`src/rtl/uart_pkg.sv`:
```
// Shared constants, FSM states and helpers for the multi-requester UART transmit path.
package uart_pkg;

  localparam int CLKS_PER_BIT   = 868;
  localparam int BITS_PER_FRAME = 10;
  localparam int MAX_BYTES      = 8;
  localparam int NUM_REQ        = 4;

  typedef enum logic [1:0] {
    IDLE,
    LOAD,
    SEND,
    GAP
  } state_e;

  // Byte counts above MAX_BYTES are sent as a full 8-byte message.
  function automatic logic [3:0] clamp_len(input logic [3:0] l);
    return (l > 4'(MAX_BYTES)) ? 4'(MAX_BYTES) : l;
  endfunction

endpackage

```
`src/rtl/uart_8bytes_tx.sv`:
```
// Serialises up to eight bytes, low byte first, as 8N1 frames (start 0, LSB-first data, stop 1).
module uart_8bytes_tx #(
  parameter int CLKS_PER_BIT = 868
) (
  input  logic        clk,
  input  logic        reset,
  input  logic [63:0] bytes2send,
  input  logic [3:0]  bytes_num,
  input  logic        pulse,
  output logic        tx
);
  import uart_pkg::*;

  localparam int CW = (CLKS_PER_BIT > 1) ? $clog2(CLKS_PER_BIT) : 1;

  logic [63:0]   data_q;
  logic [3:0]    bytes_left_q;
  logic [3:0]    bit_idx_q;
  logic [CW-1:0] clk_cnt_q;
  logic          active_q;
  logic          tx_q;

  always_ff @(posedge clk) begin
    if (reset) begin
      data_q       <= '0;
      bytes_left_q <= '0;
      bit_idx_q    <= '0;
      clk_cnt_q    <= '0;
      active_q     <= 1'b0;
      tx_q         <= 1'b1;
    end else if (!active_q) begin
      if (pulse && bytes_num != 4'd0) begin
        data_q       <= bytes2send;
        bytes_left_q <= bytes_num;
        bit_idx_q    <= '0;
        clk_cnt_q    <= '0;
        active_q     <= 1'b1;
        tx_q         <= 1'b0;
      end
    end else if (clk_cnt_q != CW'(CLKS_PER_BIT - 1)) begin
      clk_cnt_q <= clk_cnt_q + 1'b1;
    end else begin
      clk_cnt_q <= '0;
      // bit_idx 0 is the start bit, 1..8 data, 9 the stop bit.
      if (bit_idx_q == 4'(BITS_PER_FRAME - 1)) begin
        if (bytes_left_q == 4'd1) begin
          active_q <= 1'b0;
          tx_q     <= 1'b1;
        end else begin
          data_q       <= data_q >> 8;
          bytes_left_q <= bytes_left_q - 1'b1;
          bit_idx_q    <= '0;
          tx_q         <= 1'b0;
        end
      end else begin
        bit_idx_q <= bit_idx_q + 1'b1;
        tx_q      <= (bit_idx_q == 4'd8) ? 1'b1 : data_q[bit_idx_q[2:0]];
      end
    end
  end

  assign tx = tx_q;

endmodule

```
`src/rtl/uart_tx_arbiter.sv`:
```
// Round-robin arbiter granting one of four requesters the shared UART transmitter;
// message timing is derived purely from its own counters.
module uart_tx_arbiter #(
  parameter int CLKS_PER_BIT = 868,
  parameter int GAP_BITS     = 1
) (
  input  logic         clk,
  input  logic         reset,
  input  logic [3:0]   req,
  input  logic [255:0] msg,
  input  logic [15:0]  len,
  output logic [3:0]   ack,
  output logic         done,
  output logic         busy,
  output logic         tx
);
  import uart_pkg::*;

  localparam int IDX_W      = $clog2(NUM_REQ);
  localparam int MSG_W      = 8 * MAX_BYTES;
  localparam int SEND_W     = $clog2(MAX_BYTES * BITS_PER_FRAME * CLKS_PER_BIT + 1);
  localparam int GAP_CYCLES = GAP_BITS * CLKS_PER_BIT;
  localparam int GAP_W      = (GAP_CYCLES > 1) ? $clog2(GAP_CYCLES) : 1;

  state_e             state_q;
  logic [IDX_W-1:0]   last_grant_q;
  logic               armed_q;
  logic [NUM_REQ-1:0] ack_q;
  logic               done_q;
  logic               pulse_q;
  logic [MSG_W-1:0]   msg_q;
  logic [3:0]         len_q;
  logic [SEND_W-1:0]  send_cnt_q;
  logic [GAP_W-1:0]   gap_cnt_q;

  logic               grant_vld_d;
  logic [IDX_W-1:0]   grant_idx_d;
  logic [IDX_W-1:0]   cand_d;
  logic [SEND_W-1:0]  send_last;

  // Scan downward so the requester nearest after last_grant is the one left standing.
  always_comb begin
    grant_vld_d = 1'b0;
    grant_idx_d = '0;
    cand_d      = '0;
    for (int k = NUM_REQ; k >= 1; k--) begin
      cand_d = last_grant_q + IDX_W'(k);
      if (req[cand_d]) begin
        grant_vld_d = 1'b1;
        grant_idx_d = cand_d;
      end
    end
  end

  assign send_last = SEND_W'(int'(len_q) * BITS_PER_FRAME * CLKS_PER_BIT - 1);

  // armed_q holds off granting for one edge after reset releases.
  always_ff @(posedge clk) begin
    if (reset) begin
      state_q      <= IDLE;
      last_grant_q <= IDX_W'(NUM_REQ - 1);
      armed_q      <= 1'b0;
      ack_q        <= '0;
      done_q       <= 1'b0;
      pulse_q      <= 1'b0;
      msg_q        <= '0;
      len_q        <= '0;
      send_cnt_q   <= '0;
      gap_cnt_q    <= '0;
    end else begin
      armed_q <= 1'b1;
      ack_q   <= '0;
      done_q  <= 1'b0;
      pulse_q <= 1'b0;
      case (state_q)
        IDLE: begin
          if (armed_q && grant_vld_d) begin
            last_grant_q <= grant_idx_d;
            ack_q        <= NUM_REQ'(1) << grant_idx_d;
            msg_q        <= msg[MSG_W*grant_idx_d +: MSG_W];
            len_q        <= clamp_len(len[4*grant_idx_d +: 4]);
            state_q      <= LOAD;
          end
        end
        LOAD: begin
          if (len_q == 4'd0) begin
            done_q  <= 1'b1;
            state_q <= IDLE;
          end else begin
            pulse_q    <= 1'b1;
            send_cnt_q <= '0;
            state_q    <= SEND;
          end
        end
        SEND: begin
          if (send_cnt_q == send_last) begin
            send_cnt_q <= '0;
            if (GAP_CYCLES == 0) begin
              done_q  <= 1'b1;
              state_q <= IDLE;
            end else begin
              gap_cnt_q <= '0;
              state_q   <= GAP;
            end
          end else begin
            send_cnt_q <= send_cnt_q + 1'b1;
          end
        end
        GAP: begin
          if (gap_cnt_q == GAP_W'(GAP_CYCLES - 1)) begin
            gap_cnt_q <= '0;
            done_q    <= 1'b1;
            state_q   <= IDLE;
          end else begin
            gap_cnt_q <= gap_cnt_q + 1'b1;
          end
        end
        default: state_q <= IDLE;
      endcase
    end
  end

  assign ack  = ack_q;
  assign done = done_q;
  assign busy = (state_q != IDLE);

  uart_8bytes_tx #(
    .CLKS_PER_BIT(CLKS_PER_BIT)
  ) u_tx (
    .clk       (clk),
    .reset     (reset),
    .bytes2send(msg_q),
    .bytes_num (len_q),
    .pulse     (pulse_q),
    .tx        (tx)
  );

endmodule

```
`config.mk`:
```
export PLATFORM = sky130hd
export DESIGN_NAME = uart_tx_arbiter
export DESIGN_NICKNAME = d
export VERILOG_FILES = /design/src/rtl/uart_pkg.sv /design/src/rtl/uart_8bytes_tx.sv /design/src/rtl/uart_tx_arbiter.sv
export SDC_FILE = /design/constraint.sdc
export NUM_CORES = 1
export LEC_CHECK = 0
export BUFFER_PORTS_ARGS = -buffer_cell sky130_fd_sc_hd__buf_4
export CAP_MARGIN = 20
export CORE_MARGIN = 2
export CORE_UTILIZATION = 40
export CTS_CLUSTER_SIZE = 14
export DETAILED_ROUTE_END_ITERATION = 12
export HOLD_SLACK_MARGIN = 0.02
export RECOVER_POWER = 100
export SYNTH_ARGS = -nofsm -noshare
export SYNTH_HDL_FRONTEND = slang
export SYNTH_SLANG_ARGS = --single-unit
```
`constraint.sdc`:
```
create_clock -name clk -period 7.5 [get_ports clk]
set_input_delay 0 -clock clk [delete_from_list [all_inputs] [get_ports clk]]
set_output_delay 0 -clock clk [all_outputs]
set_load 0.02 [all_outputs]
```
# Word level (Yosys, flattened, before mapping)

Index checks and enable logic that the tools add are counted.

Mux-type cells: 64
Eq/ne operators: 17
Order comparisons: 6
Multipliers: 2
$add $sub $neg: 9
Bitwise logic cells: 3
Reduce and logical (&&, ||, !) cells: 18
Shifts and indexed selects: 3

Operator list:

| cell                                                                  | number |
|---|---|
| 64-bit two-way mux                                                    | 5 |
| 256-bit by 9-bit indexed part select with 64-bit output               | 1 |
| 10-bit two-way mux                                                    | 5 |
| 4-bit two-way mux                                                     | 11 |
| 17-bit two-way mux                                                    | 2 |
| 17-bit one-hot mux with 2 select lines                                | 1 |
| 1-bit two-way mux                                                     | 24 |
| 10-bit by 1-bit adder with 10-bit output (second input constant)      | 2 |
| 10-bit one-hot mux with 2 select lines                                | 1 |
| 17-bit by 1-bit adder with 17-bit output (second input constant)      | 1 |
| 17-bit == test                                                        | 1 |
| 17-bit by 1-bit subtractor with 17-bit output (second input constant) | 1 |
| 2-bit two-way mux                                                     | 8 |
| 16-bit by 5-bit indexed part select with 4-bit output                 | 1 |
| 7-bit by 8-bit multiplier with 14-bit output (second input constant)  | 1 |
| 2-bit inequality test (second input constant)                         | 7 |
| 2-bit by 3-bit < comparator with 1-bit output (second input constant) | 4 |
| 10-bit == test (second input constant)                                | 1 |
| 10-bit inequality test (second input constant)                        | 1 |
| 1-bit binary-select mux with 2-bit select                             | 4 |
| 4-bit == test (second input constant)                                 | 2 |
| 2-bit one-hot mux with 4 select lines                                 | 1 |
| 2-bit AND reduction                                                   | 4 |
| 2-bit nonzero test                                                    | 4 |
| other kinds (23)                                                      | 29 |

Output and inout port bits: 7
Flip-flop bits (word level): 190
Logic and storage cells: 138

# Depth between registers and ports, before layout

Gate-level depths: netlist of the first run.

Word-level depth: 9
Gate-level depth with buffers: 21

# Cells and area by module

Synthesis of the first run repeated with hierarchy kept, for this count alone.

Cells, all modules: 1,577
Area total of the unflattened synthesis: 12,276.8 um2

By module, submodules not included:

| module          | area an instance (um2) | times used | cells each |
|---|---|---|---|
| uart_tx_arbiter | 7,668.6                | 1          | 1,078 |
| uart_8bytes_tx  | 4,608.2                | 1          | 499 |

# Least setup slack after synthesis of the first run

Ideal clock, no wire load.

Path kind: flip-flop to flip-flop
Start: register len_q[1]
End: register send_cnt_q[14]
Stages on the path, launching flop included: 22
Arrival time: 5,754 ps
Path buffers: 1
Required time: 7,378 ps
Path slack: 1,625 ps
Path through: dfxtp_1 > ha_1 > ha_1 > fa_1 > xor2_1 > ha_1 > fa_1 > inv_1 > fa_1 > inv_1 > ha_1 > ha_1 > o21a_1 > o21a_1 > a221o_1 > xor3_1 > a32oi_1 > o21a_1 > a2111oi_4 > nor3_2 > buf_6 > a221o_1

Longest elaborated chain between the ends: 6

RTL lines:

| what                                          | line                   | text |
|---|---|---|
| start, declared                               | uart_tx_arbiter.sv:32  | `logic [3:0] len_q;` |
| start signal, assigned                        | uart_tx_arbiter.sv:81  | `len_q <= clamp_len(len[4*grant_idx_d +: 4]);` |
| 4-bit by 3-bit multiplier with 7-bit output   | uart_tx_arbiter.sv:55  | `assign send_last = SEND_W'(int'(len_q) * BITS_PER_FRAME * CLKS_PER_BIT - 1);` |
| 7-bit by 8-bit multiplier with 14-bit output  | uart_tx_arbiter.sv:55  |  |
| 17-bit by 1-bit subtractor with 17-bit output | uart_tx_arbiter.sv:55  |  |
| 17-bit == test                                | uart_tx_arbiter.sv:96  | `if (send_cnt_q == send_last) begin` |
| 17-bit two-way mux                            | uart_tx_arbiter.sv:96  |  |
| 17-bit one-hot mux with 2 select lines        | uart_tx_arbiter.sv:75  | `case (state_q)` |
| end signal, assigned                          | uart_tx_arbiter.sv:106 | `send_cnt_q <= send_cnt_q + 1'b1;` |
| end, declared                                 | uart_tx_arbiter.sv:33  | `logic [SEND_W-1:0] send_cnt_q;` |

Several ways; a longest one is shown, not always the timed one.
A chain may end at the register's enable or synchronous reset.

# Final worst setup path of the first run

Start: register len_q[1]
End: register send_cnt_q[0]

The elaborated chain is that of the path after synthesis.

==> run_results.csv, run 1 <==
group,metric,value,unit
power,powerDensity,221,nW/µm²
floorplanning,die_area,30200,µm²
placed_design,post-dp-hpwl,24.0,mm
clocking,cts-resized-gates,0,
power,ir_drop,0.160,mV
route,finalWirelength,33.9,mm
timing,fmax,147,MHz
timing,hold_viol,0,
route,wl_per_cell,15.4,µm
placed_design,portBuffers,284,
timing,slew_viol_final,455,
clocking,clk_latency,0.44,ns
timing,slew_headroom,-180,%
finish,stdcell_count,2195,
finish,antenna_cells,0,
status,status,"finished, violations left",
setup_path,arrival,7.10,ns
timing,final.setup.tns,0,ns
floorplanning,io-pin-count,285,
yosys,synth_area,11500,µm²
setup_path,cp_max_fo,12,
grt,track_usage,21.7,%
power,leakagePower,6.48,nW
clocking,numCtsBuffers,17,
yosys,yosys_warnings,0,
floorplanning,chipHeight,174,µm
grt,overflow,0,
timing,skew,0.0212,ns
finish,nets,2133,
yosys,syn_inst,1517,
yosys,synth_edf_count,0,
placed_design,gp_congestion,0.827,
finish,seq_area,3810,µm²
timing,setup_viol,0,
finish,syn2layout_area_growth,31.9,%
yosys,async_flop_share,0,%
clocking,cts_tree,"done",
yosys,synth_nets,1852,
grt,grt_pass1_vias,11100,
placed_design,dp.cells,2076,
floorplanning,die_w,174,µm
grt,antenna_found_initial,0,
hold_path,worstHoldPathType,"primary input to register",
grt,grt_pass1_wl,54.7,mm
floorplanning,num_rows,62,
finish,fillCellCount,2841,
grt,grt_max_degree,123,
route,viasPerCell,5.29,
clocking,cts_root_buffer,"clkbuf_16",
setup_path,crit_type,"register to register",
setup_path,cp-start-kind,"register",
timing,min_period_over_period,90.4,%
timing,period_minus_slack,6.78,ns
yosys,synth.distinct_cells,67,
yosys,yosys_register_bits,190,
clocking,cts_buffer_depth,2,
clocking,htreeDepth,4,
setup_path,required,7.82,ns
clocking,clock_sinks,190,
route,vias,11600,
setup_path,worstSetupEndpointType,"register",
yosys,ys_seq_area_share,32.9,%
clocking,cts.reportedPaths.clkPinSlew,0.08,ns
timing,tightest_slew,4.19,ns
status,violations,"max-capacitance violations, max-slew violations",
route,dr.pass1.iters,5,
route,postRouteAntennaNets,0,
timing,rsz0062_at_grt,"no",
route,drc,0,
floorplanning,initial_utilization,40.5,%
finish,multi_input_area,7190,µm²
setup_path,r2r_slack,0.72,ns
finish,drive_above_1_share,18.5,%
yosys,avgSynthCellArea,7.61,µm²
floorplanning,coreArea,28500,µm²
route,dr.first_iter.drc_count,695,
yosys,synth_flop_cell,"dfxtp_1",
job,max_cap_viol_count,6,
Yosys cell counts (5+ instances only):
cell	n	area share, %
a21oi_1	94	4.1
mux2i_1	61	5.3
xnor2_1	22	1.7
a22oi_1	6	0.39
a221o_1	11	0.95
clkbuf_1	104	3.4
a311oi_1	74	5.6
nor2_1	187	6.1
inv_1	29	0.94
ha_1	46	5.0
fa_1	11	1.9
nor2b_1	7	0.38
or3_1	8	0.43
o21a_1	9	0.58
nand3_1	30	1.3
a211oi_1	61	4.0
and3_1	79	4.3
dfxtp_1	190	33
nand4_1	8	0.43
o21ai_0	17	0.74
or2_2	6	0.33
nor4_1	12	0.65
a21o_1	5	0.33
xor2_1	12	0.91
nand2_1	328	11
nor3_1	16	0.69
nand2b_1	6	0.33
buf_1	11	0.36
layout make-up:
| type | count | area share, % |
|---|---|---|
| clock inverters | 14 | 1.07 |
| clock buffers | 18 | 2.82 |
| inverters | 30 | 0.739 |
| multi-input cells | 1177 | 47.2 |
| well taps | 384 | 3.15 |
| flip-flops and latches | 190 | 25.0 |
| repair buffers | 382 | 20.0 |
cell families after synthesis:
| logic type | synth area share [%] |
|---|---|
| mux | 5.87 |
| simple gates | 26.9 |
| compound gates | 19.6 |
| xor+xnor | 2.78 |
| flops | 32.9 |
| fa+ha+maj | 6.89 |
| buf+inv | 5.04 |
state kept, by name (all words and copies together) (netlist names), named ones only:
signal and cells:
ack 4, u_tx.active_q 1, pulse_q 1, u_tx.clk_cnt_q 10
len_q 4, u_tx.data_q 64, last_grant_q 2, msg_q 64
done 1, u_tx.bytes_left_q 4, state_q 1, armed_q 1
u_tx.bit_idx_q 4, gap_cnt_q 10, u_tx.tx 1, send_cnt_q 17
per-stage QoR:
stage | power, mW | hold slack (ns) | instance area [µm²] | utilization, % | worst slack, ns
after floorplan | 2.07 | 0.299 | 11500 | - | 1.62
after global placement | 2.39 | 0.419 | 13800 | 48.4 | 1.02
after detailed placement | 2.41 | 0.417 | 13800 | 48.4 | 0.917
after CTS | 3.38 | 0.0233 | 15300 | 53.5 | 0.888
after global routing | 3.59 | 0.0264 | 15200 | 53.4 | 0.356
final | 3.37 | 0.0267 | 15200 | 53.4 | 0.716
worst max-delay path, cell delays in order, from the launching register on:
cell and delay [ns]:
dfxtp_1 0.48, ha_1 0.29, ha_1 0.22, fa_1 0.38
xor2_1 0.32, ha_1 0.33, fa_1 0.51, inv_1 0.05
fa_1 0.49, inv_1 0.04, ha_1 0.28, ha_1 0.37
o21a_1 0.21, o21a_1 0.19, a221o_1 0.43, xor3_1 0.30
a32oi_1 0.10, o21a_1 0.22, a2111oi_4 0.66, nor3_2 0.26
mux2_2 0.53
power by group:
part           internal, mW  leakage, nW  switching, mW  total, mW
registers              1.12         1.55         0.0782       1.20
logic                 0.575         4.65          0.683       1.26
clock network         0.453        0.285          0.454      0.908
routing by layer:
metal | GRT usage, % | vias to the layer above | routed length [µm]
met5 | 0 | - | 0
met4 | 4.90 | 0 | 364
met3 | 3.06 | 20 | 1110
met2 | 38.9 | 199 | 17200
met1 | 27.5 | 5463 | 15200
li1 | - | 5927 | -
final timing paths:
| check | from | end | depth (start not counted) |
|---|---|---|---|
| setup reg to reg | len_q[1] | send_cnt_q[0] | 20 |
| hold reg to reg | u_tx.data_q[57] | u_tx.data_q[57] | 2 |
| setup / recovery | len_q[1] | send_cnt_q[0] | 20 |
| hold / removal | msg[207] | msg_q[15] | 5 |
layout by cell type (no fill, tap or decap), drive strengths merged, types with 4 or more instances in the layout:
cell         instances
a2111oi              4
a211oi              62
a21o                 5
a21oi               94
a221o               11
a22oi                6
a311oi              74
a31oi                4
and2                 4
and3                79
buf                283
clkbuf              31
clkinv               4
dfxtp              190
dlygate4sd3         86
fa                  11
ha                  46
inv                 38
mux2i               61
nand2              328
nand2b               6
nand3               30
nand4                8
nor2               187
nor2b                7
nor3                19
nor3b                4
nor4                12
o21a                 9
o21ai               17
or2                  6
or3                  8
xnor2               22
xor2                12
repair_timing:
item                      CTS  global route
hold endpoints to repair   45             0
hold buffers               86             0
setup buffers               0             0
No activity file was read; power rests on OpenSTA's default activity.
==> inputs of run 2 (changes only) <==
--- a/config.mk
+++ b/config.mk
@@ -15,4 +15,5 @@
 export RECOVER_POWER = 100
 export SYNTH_ARGS = -nofsm -noshare
 export SYNTH_HDL_FRONTEND = slang
+export SYNTH_HIERARCHICAL = 1
 export SYNTH_SLANG_ARGS = --single-unit
==> run_results.csv, run 2 <==
group,metric,value,unit
clocking,cts_tree,"done",
clocking,cts.reportedPaths.clkPinSlew,0.07,ns
setup_path,worstSetupEndpointType,"register",
route,vias,12500,
floorplanning,io-pin-count,285,
setup_path,arrival,6.98,ns
timing,hold_viol,0,
route,dr.pass1.iters,5,
clocking,cts_buffer_depth,2,
setup_path,cpPeakStageDelay,2.87,ns
grt,track_usage,23.2,%
grt,grt_pass1_vias,11700,
setup_path,r2r_slack,0.85,ns
status,status,"finished, violations left",
clocking,htreeDepth,4,
timing,min_period_over_period,88.8,%
route,viasPerCell,5.47,
yosys,synth_edf_count,0,
yosys,syn_inst,1577,
timing,final.setup.tns,0,ns
setup_path,worstPathCellList,"dlygate4sd3_1, clkbuf_4, clkbuf_1, clkbuf_1, a211oi_1, buf_4, a31oi_1, o31ai_1",
yosys,yosys_register_bits,190,
setup_path,cpMostUsedCell,"clkbuf_1",
yosys,avgSynthCellArea,7.78,µm²
setup_path,cp_max_fo,86,
placed_design,gp_congestion,0.839,
yosys,synth.distinct_cells,69,
yosys,yosysTopAreaCellShare,31.0,%
yosys,async_flop_share,0,%
timing,setup_viol,0,
hold_path,min_from,"msg[67]",
yosys,yosys_warnings,6,
placed_design,portBuffers,284,
power,powerDensity,196,nW/µm²
power,ir_drop,0.170,mV
floorplanning,num_rows,64,
finish,antenna_cells,0,
yosys,ys_seq_area_share,31.0,%
setup_path,crit_type,"primary input to register",
floorplanning,die_area,32100,µm²
timing,rsz0062_at_grt,"no",
finish,nets,2214,
hold_path,worstHoldPathType,"primary input to register",
timing,tightest_slew,3.88,ns
placed_design,place_ws,1.00,ns
clocking,cts_root_buffer,"clkbuf_16",
timing,period_minus_slack,6.66,ns
timing,hold-worst-slack,0.0222,ns
setup_path,r2r_end,"send_cnt_q[2]",
finish,fillCellCount,2912,
yosys,synth_flop_cell,"dfxtp_1",
clocking,numCtsBuffers,17,
status,violations,"max-capacitance violations, max-slew violations",
placed_design,post-dp-hpwl,26.4,mm
finish,multi_input_area,7650,µm²
floorplanning,die_w,179,µm
clocking,clock_sinks,190,
finish,largest_registers,"msg_q (64), u_tx/data_q (64), send_cnt_q (17)",
yosys,synth_nets,1914,
grt,overflow,0,
route,wl_per_cell,16.8,µm
yosys,synth_area,12300,µm²
yosys,synthTopCellsByCount,"319 x nand2_1, 190 x dfxtp_1, 108 x clkbuf_1, 106 x a211oi_1, 106 x a21oi_1",
finish,layout_commonest_cell,"nand2_1",
job,max_cap_viol_count,5,
floorplanning,chipHeight,179,µm
setup_path,required,7.82,ns
hold_path,hold-path-endpoint,"msg_q[3]",
yosys,synth.most_common_cell,"nand2_1",
finish,final_cell_mix,"318 x nand2_1, 289 x buf_4, 190 x dfxtp_1, 109 x dlygate4sd3_1",
clocking,clk_latency,0.45,ns
floorplanning,coreArea,30400,µm²
setup_path,r2r_start,"len_q[1]",
route,dr.first_iter.drc_count,883,
timing,fmax,150,MHz
timing,skew,0.0168,ns
grt,antenna_found_initial,0,
timing,setup_slack,0.843,ns
hold_path,holdPathStages,5,
finish,syn2layout_area_growth,32.4,%
route,finalWirelength,38.4,mm
yosys,synth.area.top_cells,"dfxtp_1 31%, nand2_1 9.8%, a211oi_1 6.5%",
floorplanning,initial_utilization,40.3,%
route,postRouteAntennaNets,0,
grt,grt_max_degree,87,
grt,grt_pass1_wl,60.0,mm
setup_path,worst_r2r_path_depth,19,
timing,slew_headroom,-159,%
setup_path,cp-start-kind,"primary input",
finish,drive_above_1_share,21.7,%
finish,seq_area,3800,µm²
timing,slew_viol_final,368,
power,leakagePower,6.88,nW
route,drc,0,
yosys,synth_area_leader_cell,"dfxtp_1",
setup_path,cp_slowest_cell,"clkbuf_1",
run 2: cell families after synthesis:
| logic type | share of synthesized area, % |
|---|---|
| adder cells (fa/ha/maj) | 6.62 |
| buffers and inverters | 7.09 |
| AO/OA/AOI/OAI | 22.7 |
| multiplexers | 6.89 |
| AND/OR/NAND/NOR | 22.3 |
| XOR/XNOR | 3.34 |
| flip-flops | 31.0 |
run 2: where the power goes:
part / switching, mW / internal [mW] / total [mW]
Combinational: 0.578 / 0.521 / 1.10
Clock: 0.477 / 0.489 / 0.966
Sequential: 0.0460 / 1.07 / 1.12
Total: 1.10 / 2.08 / 3.18
run 2: worst max-delay path, delay by kind of cell:
kind	cells	cell delay, ns
buf+inv	5	6.18
compound gates	3	0.68
run 2: worst max path at each step:
stage | from | to | slack, ns | cells after the start
6_report | reset | send_cnt_q[5] | 0.84 | 8
5_1_grt | reset | send_cnt_q[5] | 0.26 | 8
4_1_cts | len_q[0] | gap_cnt_q[3] | 0.96 | 20
3_5_place_dp | len_q[0] | gap_cnt_q[3] | 1.00 | 20
3_3_place_gp | len_q[0] | gap_cnt_q[9] | 1.18 | 20
2_1_floorplan | len_q[1] | gap_cnt_q[5] | 1.64 | 20
run 2: what timing repair did:
item                                    in CTS  in global routing
resized for setup                            0                  0
hold buffers                               109                  0
endpoints found under the setup margin       0                  0
hold endpoints to repair                    61                  0
buffers inserted                             0                  0
run 2: per-stage QoR:
stage | power [mW] | area, µm² | util [%] | cells
final | 3.18 | 16300 | 53.4 | 2286
after global routing | 3.35 | 16300 | 53.4 | 2286
after CTS | 3.20 | 16300 | 53.6 | 2286
after detailed placement | 2.15 | 14600 | 47.9 | 2145
after global placement | 2.14 | 14600 | 47.9 | 2145
after floorplan | 1.84 | 12300 | - | 1577
run 2: metal layers:
metal | global-route usage (%) | wire length [µm] | up-vias
met3 | 4.11 | 1600 | 19
met4 | 4.33 | 309 | 0
met1 | 31.7 | 17800 | 5986
met5 | 0 | 0 | -
li1 | - | - | 6222
met2 | 38.6 | 18700 | 287
run 2: final cells by class:
cell class | count | share of cell area [%]
Sequential cell | 190 | 23.4
Clock buffer | 17 | 2.62
Timing Repair Buffer | 410 | 20.4
Clock inverter | 15 | 1.35
Tap cell | 396 | 3.05
Inverter | 92 | 2.12
Multi-Input combinational cell | 1166 | 47.1
==> inputs of run 3 (changes only) <==
==> constraint.sdc (replaced) <==
create_clock -name clk -period 6.65 [get_ports clk]
set_input_delay 0 -clock clk [delete_from_list [all_inputs] [get_ports clk]]
set_output_delay 0 -clock clk [all_outputs]
set_load 0.02 [all_outputs]
==> run_results.csv, run 3 (same netlist as run 2, synthesis figures left out) <==
group,metric,value,unit
placed_design,portBuffers,284,
grt,overflow,0,
setup_path,path_delay_family,"adder cells",
finish,layout_commonest_cell,"nand2_1",
timing,period_minus_slack,6.29,ns
grt,grt_pass1_wl,61.1,mm
clocking,cts.reportedPaths.clkPinSlew,0.08,ns
floorplanning,die_w,179,µm
status,violations,"max-capacitance violations, max-slew violations",
finish,stdcell_count,2290,
setup_path,cp-start-kind,"register",
route,postRouteAntennaNets,0,
grt,antenna_found_initial,0,
timing,rsz0062_at_grt,"no",
grt,track_usage,23.5,%
grt,grt_max_degree,92,
placed_design,dp.cells,2147,
setup_path,arrival,6.61,ns
placed_design,gp_congestion,0.883,
finish,nets,2218,
timing,skew,0.0165,ns
route,dr.pass1.iters,5,
setup_path,worst-path-buf-inv,2,
finish,final_cell_mix,"319 x nand2_1, 287 x buf_4, 189 x dfxtp_1, 111 x dlygate4sd3_1, 108 x a211oi_1",
floorplanning,chipHeight,179,µm
setup_path,crit_type,"register to register",
clocking,clk_latency,0.44,ns
floorplanning,io-pin-count,285,
timing,tightest_slew,3.37,ns
setup_path,cpPeakStageDelay,0.54,ns
power,powerDensity,222,nW/µm²
timing,hold_viol,0,
timing,final.setup.tns,0,ns
timing,slew_headroom,-125,%
setup_path,crit_start,"len_q[3]",
power,p_total,3.60,mW
setup_path,cpMostUsedCell,"ha_1",
finish,syn2layout_area_growth,32.4,%
setup_path,worstSetupEndpointType,"register",
timing,slew_viol_final,423,
route,vias,12500,
setup_path,cp_max_fo,11,
setup_path,r2r_start,"len_q[3]",
clocking,numCtsBuffers,17,
route,dr.first_iter.drc_count,815,
hold_path,min_from,"msg[89]",
clocking,cts_buffer_depth,2,
route,drc,0,
floorplanning,initial_utilization,40.3,%
floorplanning,num_rows,64,
route,viasPerCell,5.45,
finish,largest_registers,"msg_q (64), u_tx/data_q (64), send_cnt_q (17)",
timing,fmax,159,MHz
power,leakagePower,6.89,nW
setup_path,cp_slowest_cell,"fa_1",
grt,grt_pass1_vias,11900,
route,wl_per_cell,16.8,µm
floorplanning,die_area,32100,µm²
floorplanning,coreArea,30400,µm²
route,finalWirelength,38.4,mm
clocking,post-cts-setup-buffers,0,
placed_design,post-dp-hpwl,26.3,mm
clocking,htreeDepth,4,
clocking,cts_tree,"done",
status,status,"finished, violations left",
finish,antenna_cells,0,
timing,setup_viol,0,
finish,fillCellCount,2908,
job,max_cap_viol_count,6,
setup_path,worstPathCellList,"ha_1, ha_1, fa_1, xor2_2, ha_1, fa_1, fa_1, ha_1, ha_1, a2111o_1, and3_1, o41ai_1, nand2_1, xnor2_1, nor4_2, buf_4, a211oi_1, clkbuf_2, a21o_1, a22o_1",
clocking,cts_root_buffer,"clkbuf_16",
power,ir_drop,0.208,mV
timing,min_period_over_period,94.5,%
setup_path,required,6.98,ns
hold_path,worstHoldPathType,"primary input to register",
clocking,clock_sinks,190,
finish,drive_above_1_share,21.8,%
run 3: path summary, 6_finish.rpt:
| path | slack (ns) | cells after the start | endpoint |
|---|---|---|---|
| setup / recovery | 0.36 | 20 | send_cnt_q[16] |
| hold / removal | 0.03 | 5 | msg_q[25] |
| setup reg to reg | 0.36 | 20 | send_cnt_q[16] |
| hold reg to reg | 0.45 | 2 | u_tx/data_q[1] |
run 3: area by class of cell:
type                    count  area, µm²  share of cell area [%]
multi-input cells        1166       7640                    47.0
flip-flops and latches    190       3800                    23.4
repair buffers            414       3330                    20.5
well taps                 396        495                    3.05
clock buffers              17        425                    2.62
inverters                  92        345                    2.12
clock inverters            15        216                    1.33
run 3: metal layers:
layer  part of all wire, %  GRT usage, %  vias up
met3                   4.7          4.16       29
li1                      -             -     6228
met1                    46          32.1     5955
met2                    48          38.8      267
met4                   1.6          5.28        0
met5                     0             0        -
run 3: report_power, final:
| part | internal [mW] | switching, mW |
|---|---|---|
| Sequential | 1.21 | 0.0455 |
| Clock | 0.551 | 0.532 |
| Combinational | 0.601 | 0.666 |
| Total | 2.36 | 1.24 |
run 3: repair_timing:
action,4_1_cts,5_1_grt
endpoints found under the setup margin,0,22
gates resized for setup,0,4
hold buffers,111,0
hold endpoints to repair,60,0
run 3: per-stage QoR:
step                      utilization [%]  area, µm²  hold WS [ns]  worst slack [ns]
final                                53.4      16300        0.0279             0.364
after global routing                 53.4      16300        0.0476            0.0214
after CTS                            53.7      16300        0.0202             0.229
after detailed placement             48.0      14600         0.417             0.271
after global placement               48.0      14600         0.419             0.497
after floorplan                         -      12300         0.136             0.785
run 3: tightest hold or removal path, delay by kind of cell:
| kind | cells | cell delay, ns |
|---|---|---|
| and+or+nand+nor | 2 | 0.12 |
| AOI/OAI and AO/OA | 2 | 0.21 |
| buffers and inverters | 1 | 0.11 |
